--- src/rtl/din_conditioner.sv ---
// Debounce conditioner for an asynchronous level input.
// Two-flop synchronizer followed by a four-state debounce FSM; the
// accepted level and its edge pulses are all registered outputs.
// Rejected pending changes are tallied in a saturating glitch counter.
module din_conditioner #(
  parameter int DEBOUNCE_CYCLES = 4
) (
  input  logic       clk,
  input  logic       rst,
  input  logic       din_raw,
  input  logic       enable,
  input  logic       glitch_clr,
  output logic       din_clean,
  output logic       rise,
  output logic       fall,
  output logic [7:0] glitch_cnt
);

  // Pending count at which the next matching sample completes a change.
  localparam logic [7:0] LAST = 8'(DEBOUNCE_CYCLES - 1);

  typedef enum logic [1:0] {
    LOW      = 2'd0,
    LOW_PEND = 2'd1,
    HIGH     = 2'd2,
    HIGH_PEND= 2'd3
  } state_t;

  logic       sync1, sync2;
  state_t     state, state_nxt;
  logic [7:0] cnt, cnt_nxt;
  logic       rise_nxt, fall_nxt, glitch;
  logic       sample;

  assign sample = sync2;

  // Synchronizer runs every cycle regardless of enable.
  always_ff @(posedge clk) begin
    if (rst) begin
      sync1 <= 1'b0;
      sync2 <= 1'b0;
    end else begin
      sync1 <= din_raw;
      sync2 <= sync1;
    end
  end

  // Next-state, pending count and edge-pulse decode.
  always_comb begin
    state_nxt = state;
    cnt_nxt   = cnt;
    rise_nxt  = 1'b0;
    fall_nxt  = 1'b0;
    glitch    = 1'b0;
    case (state)
      LOW: begin
        cnt_nxt = 8'd0;
        if (enable && sample) begin
          if (DEBOUNCE_CYCLES == 1) begin
            state_nxt = HIGH;
            rise_nxt  = 1'b1;
          end else begin
            state_nxt = LOW_PEND;
            cnt_nxt   = 8'd1;
          end
        end
      end
      LOW_PEND: begin
        if (!enable) begin
          // Qualification dropped: abandon the change silently.
          state_nxt = LOW;
          cnt_nxt   = 8'd0;
        end else if (sample) begin
          if (cnt == LAST) begin
            state_nxt = HIGH;
            rise_nxt  = 1'b1;
            cnt_nxt   = 8'd0;
          end else begin
            cnt_nxt = cnt + 8'd1;
          end
        end else begin
          state_nxt = LOW;
          cnt_nxt   = 8'd0;
          glitch    = 1'b1;
        end
      end
      HIGH: begin
        cnt_nxt = 8'd0;
        if (enable && !sample) begin
          if (DEBOUNCE_CYCLES == 1) begin
            state_nxt = LOW;
            fall_nxt  = 1'b1;
          end else begin
            state_nxt = HIGH_PEND;
            cnt_nxt   = 8'd1;
          end
        end
      end
      HIGH_PEND: begin
        if (!enable) begin
          state_nxt = HIGH;
          cnt_nxt   = 8'd0;
        end else if (!sample) begin
          if (cnt == LAST) begin
            state_nxt = LOW;
            fall_nxt  = 1'b1;
            cnt_nxt   = 8'd0;
          end else begin
            cnt_nxt = cnt + 8'd1;
          end
        end else begin
          state_nxt = HIGH;
          cnt_nxt   = 8'd0;
          glitch    = 1'b1;
        end
      end
      default: begin
        state_nxt = LOW;
        cnt_nxt   = 8'd0;
      end
    endcase
  end

  // FSM state plus registered level and edge pulses.
  always_ff @(posedge clk) begin
    if (rst) begin
      state     <= LOW;
      cnt       <= 8'd0;
      din_clean <= 1'b0;
      rise      <= 1'b0;
      fall      <= 1'b0;
    end else begin
      state     <= state_nxt;
      cnt       <= cnt_nxt;
      din_clean <= (state_nxt == HIGH) || (state_nxt == HIGH_PEND);
      rise      <= rise_nxt;
      fall      <= fall_nxt;
    end
  end

  // Saturating glitch tally; a clear overrides a coincident glitch.
  always_ff @(posedge clk) begin
    if (rst || glitch_clr)
      glitch_cnt <= 8'd0;
    else if (glitch && (glitch_cnt != 8'hFF))
      glitch_cnt <= glitch_cnt + 8'd1;
  end

endmodule

--- config.mk ---
export PLATFORM = sky130hd
export DESIGN_NAME = din_conditioner
export DESIGN_NICKNAME = d
export VERILOG_FILES = /design/src/rtl/din_conditioner.sv
export SDC_FILE = /design/constraint.sdc
export NUM_CORES = 1
export LEC_CHECK = 0
export BUFFER_PORTS_ARGS = -buffer_cell sky130_fd_sc_hd__clkbuf_2
export CORE_MARGIN = 2
export CORE_UTILIZATION = 53
export CTS_CLUSTER_SIZE = 14
export DETAILED_ROUTE_END_ITERATION = 10
export PLACE_DENSITY = 0.76
export SLEW_MARGIN = 15
export SYNTH_ARGS = -nofsm -noshare
export SYNTH_HDL_FRONTEND = slang
export SYNTH_SLANG_ARGS = --single-unit
--- constraint.sdc ---
create_clock -name clk -period 1.7 [get_ports clk]
set_input_delay 0.085 -clock clk [delete_from_list [all_inputs] [get_ports clk]]
set_output_delay 0.085 -clock clk [all_outputs]
set_load 0.01 [all_outputs]
Yosys cells after proc, flatten, opt, wreduce, memory -nomap -nowiden --
Cells that the tools add are included.
Word-level totals: output and inout bits 11, input port bits 5, register bits 23
Operators by class: muxes and demuxes 23, eq/ne operators 7, bitwise logic cells 4, reductions and logical operators 9, $add $sub $neg 2
Operators with widths (count):
- 8-bit 2-to-1 mux | 5
- 8-bit case mux with 4 select lines | 1
- 8-bit by 1-bit adder with 8-bit output, second input constant | 2
- 2-bit 2-to-1 mux | 8
- 2-bit == test, second input constant | 4
- 8-bit by 2-bit == test with 1-bit output, second input constant | 1
- 8-bit != test, second input constant | 1
- 2-bit case mux with 4 select lines | 1
- 4-bit OR reduction | 2
- 1-bit 2-to-1 mux | 7
- 1-bit inverter | 4
- 1-bit logical AND | 3
- 2-bit by 1-bit == test with 1-bit output, second input constant | 1
- 2-bit logical NOT | 1
- 1-bit logical OR | 2
- 1-bit case mux with 2 select lines | 1
- 1-bit logical NOT | 1

Longest topological paths before layout --
depth in word-level cells 7, gate-level depth with buffers 5, gate-level depth less buffers 5

Worst setup path after synthesis --
OpenSTA, ideal clock, no wires.
path kind register -> register, from register, netlist name din_clean, to register glitch_cnt[3], arrival 1.440 ns, buffers on the path 0, clock period less this slack 1.510 ns, slack 0.190 ns, stages on the path, launching flop included 5, required time 1.630 ns, cells stage by stage dfxtp_1 -> xor2_1 -> or3_4 -> or3_1 -> a21oi_1
RTL lines:
- end signal, assigned | RTL line 146 | glitch_cnt <= glitch_cnt + 8'd1;
- end, declared | RTL line 16 | output logic [7:0] glitch_cnt

Final worst setup path --
from register sync2, in the netlist sample, to register glitch_cnt[3]
On the way: longest elaborated chain between the ends 4, elaborated cells on any way between the ends 6
Ends and longest elaborated chain:
- start, declared | RTL line 29 | logic sync1, sync2;
- start signal, assigned | RTL line 44 | sync2 <= sync1;
- 1-bit 2-to-1 mux, on equally long branches | RTL line 103, 73
- 1-bit 2-to-1 mux, on equally long branches | RTL line 100, 69
- 1-bit case mux with 2 select lines * | RTL line 55 | case (state)
- 1-bit logical AND * | RTL line 145 | else if (glitch && (glitch_cnt != 8'hFF))
Every way passes the cells marked *; elsewhere a longest branch is shown, timed or not. A chain may end at the register's enable or synchronous reset.

==> flow_summary.json <==
{
  "intPower_uw": 660,
  "synth.avg_cell_area_um2": 9.07,
  "reg2reg_from": "sample",
  "syn_nets": 112,
  "fmax_mhz": 643,
  "path_clk_slew_ps": 130,
  "rr_worst_depth": 4,
  "cp_slowest_cell": "or3_4",
  "synth_most_common_cell": "dfxtp_1",
  "fill_cells": 155,
  "worstMarginPinSlew_ps": 419,
  "portBuffers": 15,
  "post_cts_buffers": 0,
  "rrSetupSlack_ps": 150,
  "synth_area_leaders": "dfxtp_1 (46%), xor2_1 (4.6%), nand3_1 (4.2%), nor2_1 (3.9%), xnor2_1 (3.7%)",
  "grt_usage": 0.205,
  "rr_endpoint": "glitch_cnt[3]",
  "cp_max_fo": 5,
  "fp-row-count": 15,
  "ys_warn_count": 0,
  "cts_sinks": 22,
  "maxSlewViolCount": 0,
  "synthCells": 105,
  "synth_top_cell_by_area": "dfxtp_1",
  "grt_max_degree": 13,
  "drive_gt1_frac": 0.194,
  "min_to": "din_clean",
  "synthTopCellsByCount": "dfxtp_1 (22), nor2_1 (10), nand3_1 (8)",
  "dp_hpwl_mm": 1.39,
  "antenna_found_initial": 0,
  "fin_worst_skew_ps": 12.1,
  "finalHoldViolations": 0,
  "max_stage_delay_ps": 450,
  "numCtsBuffers": 3,
  "crit_required_ps": 1960,
  "syn_to_final_growth_pct": 16.8,
  "synth_edf_count": 0,
  "power_density_nw_per_um2": 750,
  "setup_viol": 0,
  "tns_ps": 0,
  "hold_path_startpoint": "rst",
  "drc": 0,
  "critPathArrivalTime_ps": 1810,
  "hold_path_class": "in -> reg",
  "start_util": 0.558,
  "p_comb_frac": 0.029,
  "vias": 823,
  "hold_depth": 2,
  "synth_ff_type": "dfxtp_1",
  "leakage_nw": 0.415,
  "ir_worst_vdd_uv": 564,
  "routedWlPerCell_um": 12.7,
  "gr-total-overflow": 0,
  "worstPathCellList": "xor2_1, or3_4, or3_1, a21oi_1",
  "power_frac_clock": 0.347,
  "viasPerCell": 5.52,
  "seqPwrFrac": 0.624,
  "maxSlewHeadroom": 0.720,
  "clkLatencyLatePin_ps": 310,
  "cts-root-buf": "clkbuf_4",
  "ant_nets": 0,
  "clockBufferDepth": 2,
  "p_switching_uw": 174,
  "fin_util": 0.651,
  "first_pass_iters": 4,
  "ys_seq_area_frac": 0.463,
  "synth_top_area_frac": 0.463,
  "grt_first_pass_wirelength_mm": 3.15,
  "core_um2": 1710,
  "wl_mm": 1.89,
  "die-area_um2": 2150,
  "ys_ff_latch": 22,
  "placed_cells": 144,
  "min_period_ps": 1550,
  "start_kind": "flop",
  "rsz0062_at_grt": "no",
  "critical_path_class": "reg -> reg",
  "die_height_um": 46.4,
  "max_cap_viol_count": 0,
  "finish.net_count": 132,
  "holdWs_ps": 49.0,
  "gp_congestion": 0.775,
  "switching_share": 0.209,
  "finalNonFillerCells": 149,
  "period_share": 0.914,
  "io-pin-count": 16,
  "insertedDiodeCount": 0,
  "grt_pass1_vias": 757,
  "tritoncts": "done",
  "endpoint_kind": "flop",
  "synth_cell_type_count": 35,
  "htreeDepth": 1,
  "multi_input_area_um2": 507,
  "netlist_area_um2": 952,
  "async_flop_share": 0,
  "status": "finished, final reports clean",
  "seq_area_um2": 442,
  "drt_iter0_markers": 7,
  "die_w_um": 46.4
}
## cells by family after synthesis
kind of cell / count (synthesis) / share of synthesized area
mux: 2 / 0.0210
compound gates: 14 / 0.0986
buf+inv: 3 / 0.0118
flops: 22 / 0.463
fa+ha+maj: 2 / 0.0263
xor+xnor: 9 / 0.0828
simple gates: 53 / 0.297
## metal layers
layer  vias to the layer above  wire length (um)  share of wire  global-route usage
li1                        418                 -              -                   -
met1                       383               958           0.51               0.273
met2                        18               837           0.44               0.314
met3                         4                61          0.032              0.0353
met4                         0                28          0.015               0.103
met5                         -                 0              0                   0
## timing repair
item | 4_1_cts | 5_1_grt
resized for setup | 0 | 2
hold endpoints to repair | 1 | 0
hold buffers | 1 | 0
endpoints found under the setup margin | 0 | 7
## how the worst max path moves through the flow
stage	from	to	slack [ps]
2_1_floorplan	din_clean	glitch_cnt[3]	190
3_3_place_gp	cnt[0]	cnt[0]	130
3_5_place_dp	cnt[0]	cnt[0]	40
4_1_cts	cnt[0]	cnt[0]	20
5_1_grt	sample	glitch_cnt[3]	30
6_report	sample	glitch_cnt[3]	150
## layout make-up
type,instances,share of cell area
tap,25,0.0281
clock buffer,4,0.0326
sequential,22,0.397
multi-input combinational,80,0.456
inverter,1,0.00337
timing repair buffer,17,0.0832
## power by group through the flow
stage	Clock [mW]	Sequential (mW)	Combinational (mW)
final	0.289	0.521	0.0242
after global routing	0.313	0.522	0.0265
after CTS	0.298	0.521	0.0242
after detailed placement	0	0.532	0.0223
after global placement	0	0.532	0.0216
after floorplan	0	0.532	0.0146
## per-stage QoR
| stage | setup WS (ps) | power [mW] | cell area, um^2 |
|---|---|---|---|
| 2_1_floorplan | 190 | 0.547 | 952 |
| 3_3_place_gp | 135 | 0.554 | 1060 |
| 3_5_place_dp | 38.3 | 0.555 | 1060 |
| 4_1_cts | 19.5 | 0.843 | 1100 |
| 5_1_grt | 28.6 | 0.861 | 1110 |
| 6_report | 146 | 0.834 | 1110 |
## critical path: cells and delay by family (launching register included)
| family | cells | cell delay [ps] |
|---|---|---|
| AO/OA/AOI/OAI | 1 | 140 |
| XOR/XNOR | 1 | 230 |
| flip-flops | 1 | 370 |
| AND/OR/NAND/NOR | 2 | 760 |
## registers in the layout (all words and copies together), names as in the netlist
signal	cells
cnt	8
state	1
glitch_cnt	8
din_clean	1
fall	1
sample	1
sync1	1
rise	1
## placed cells by master (no fill, tap or decap), types with 3 or more instances in the layout
cell type  netlist  layout
dfxtp_1         22      21
nor3_1           6       6
xnor2_1          4       4
and2_1           3       3
nand2_1          7       7
nand3_1          8       8
nor2_1          10      10
and3_1           4       4
xor2_1           5       5
clkbuf_2         0      15
clkbuf_4         0       3
Note: power is estimated with default switching activity, not from simulation.
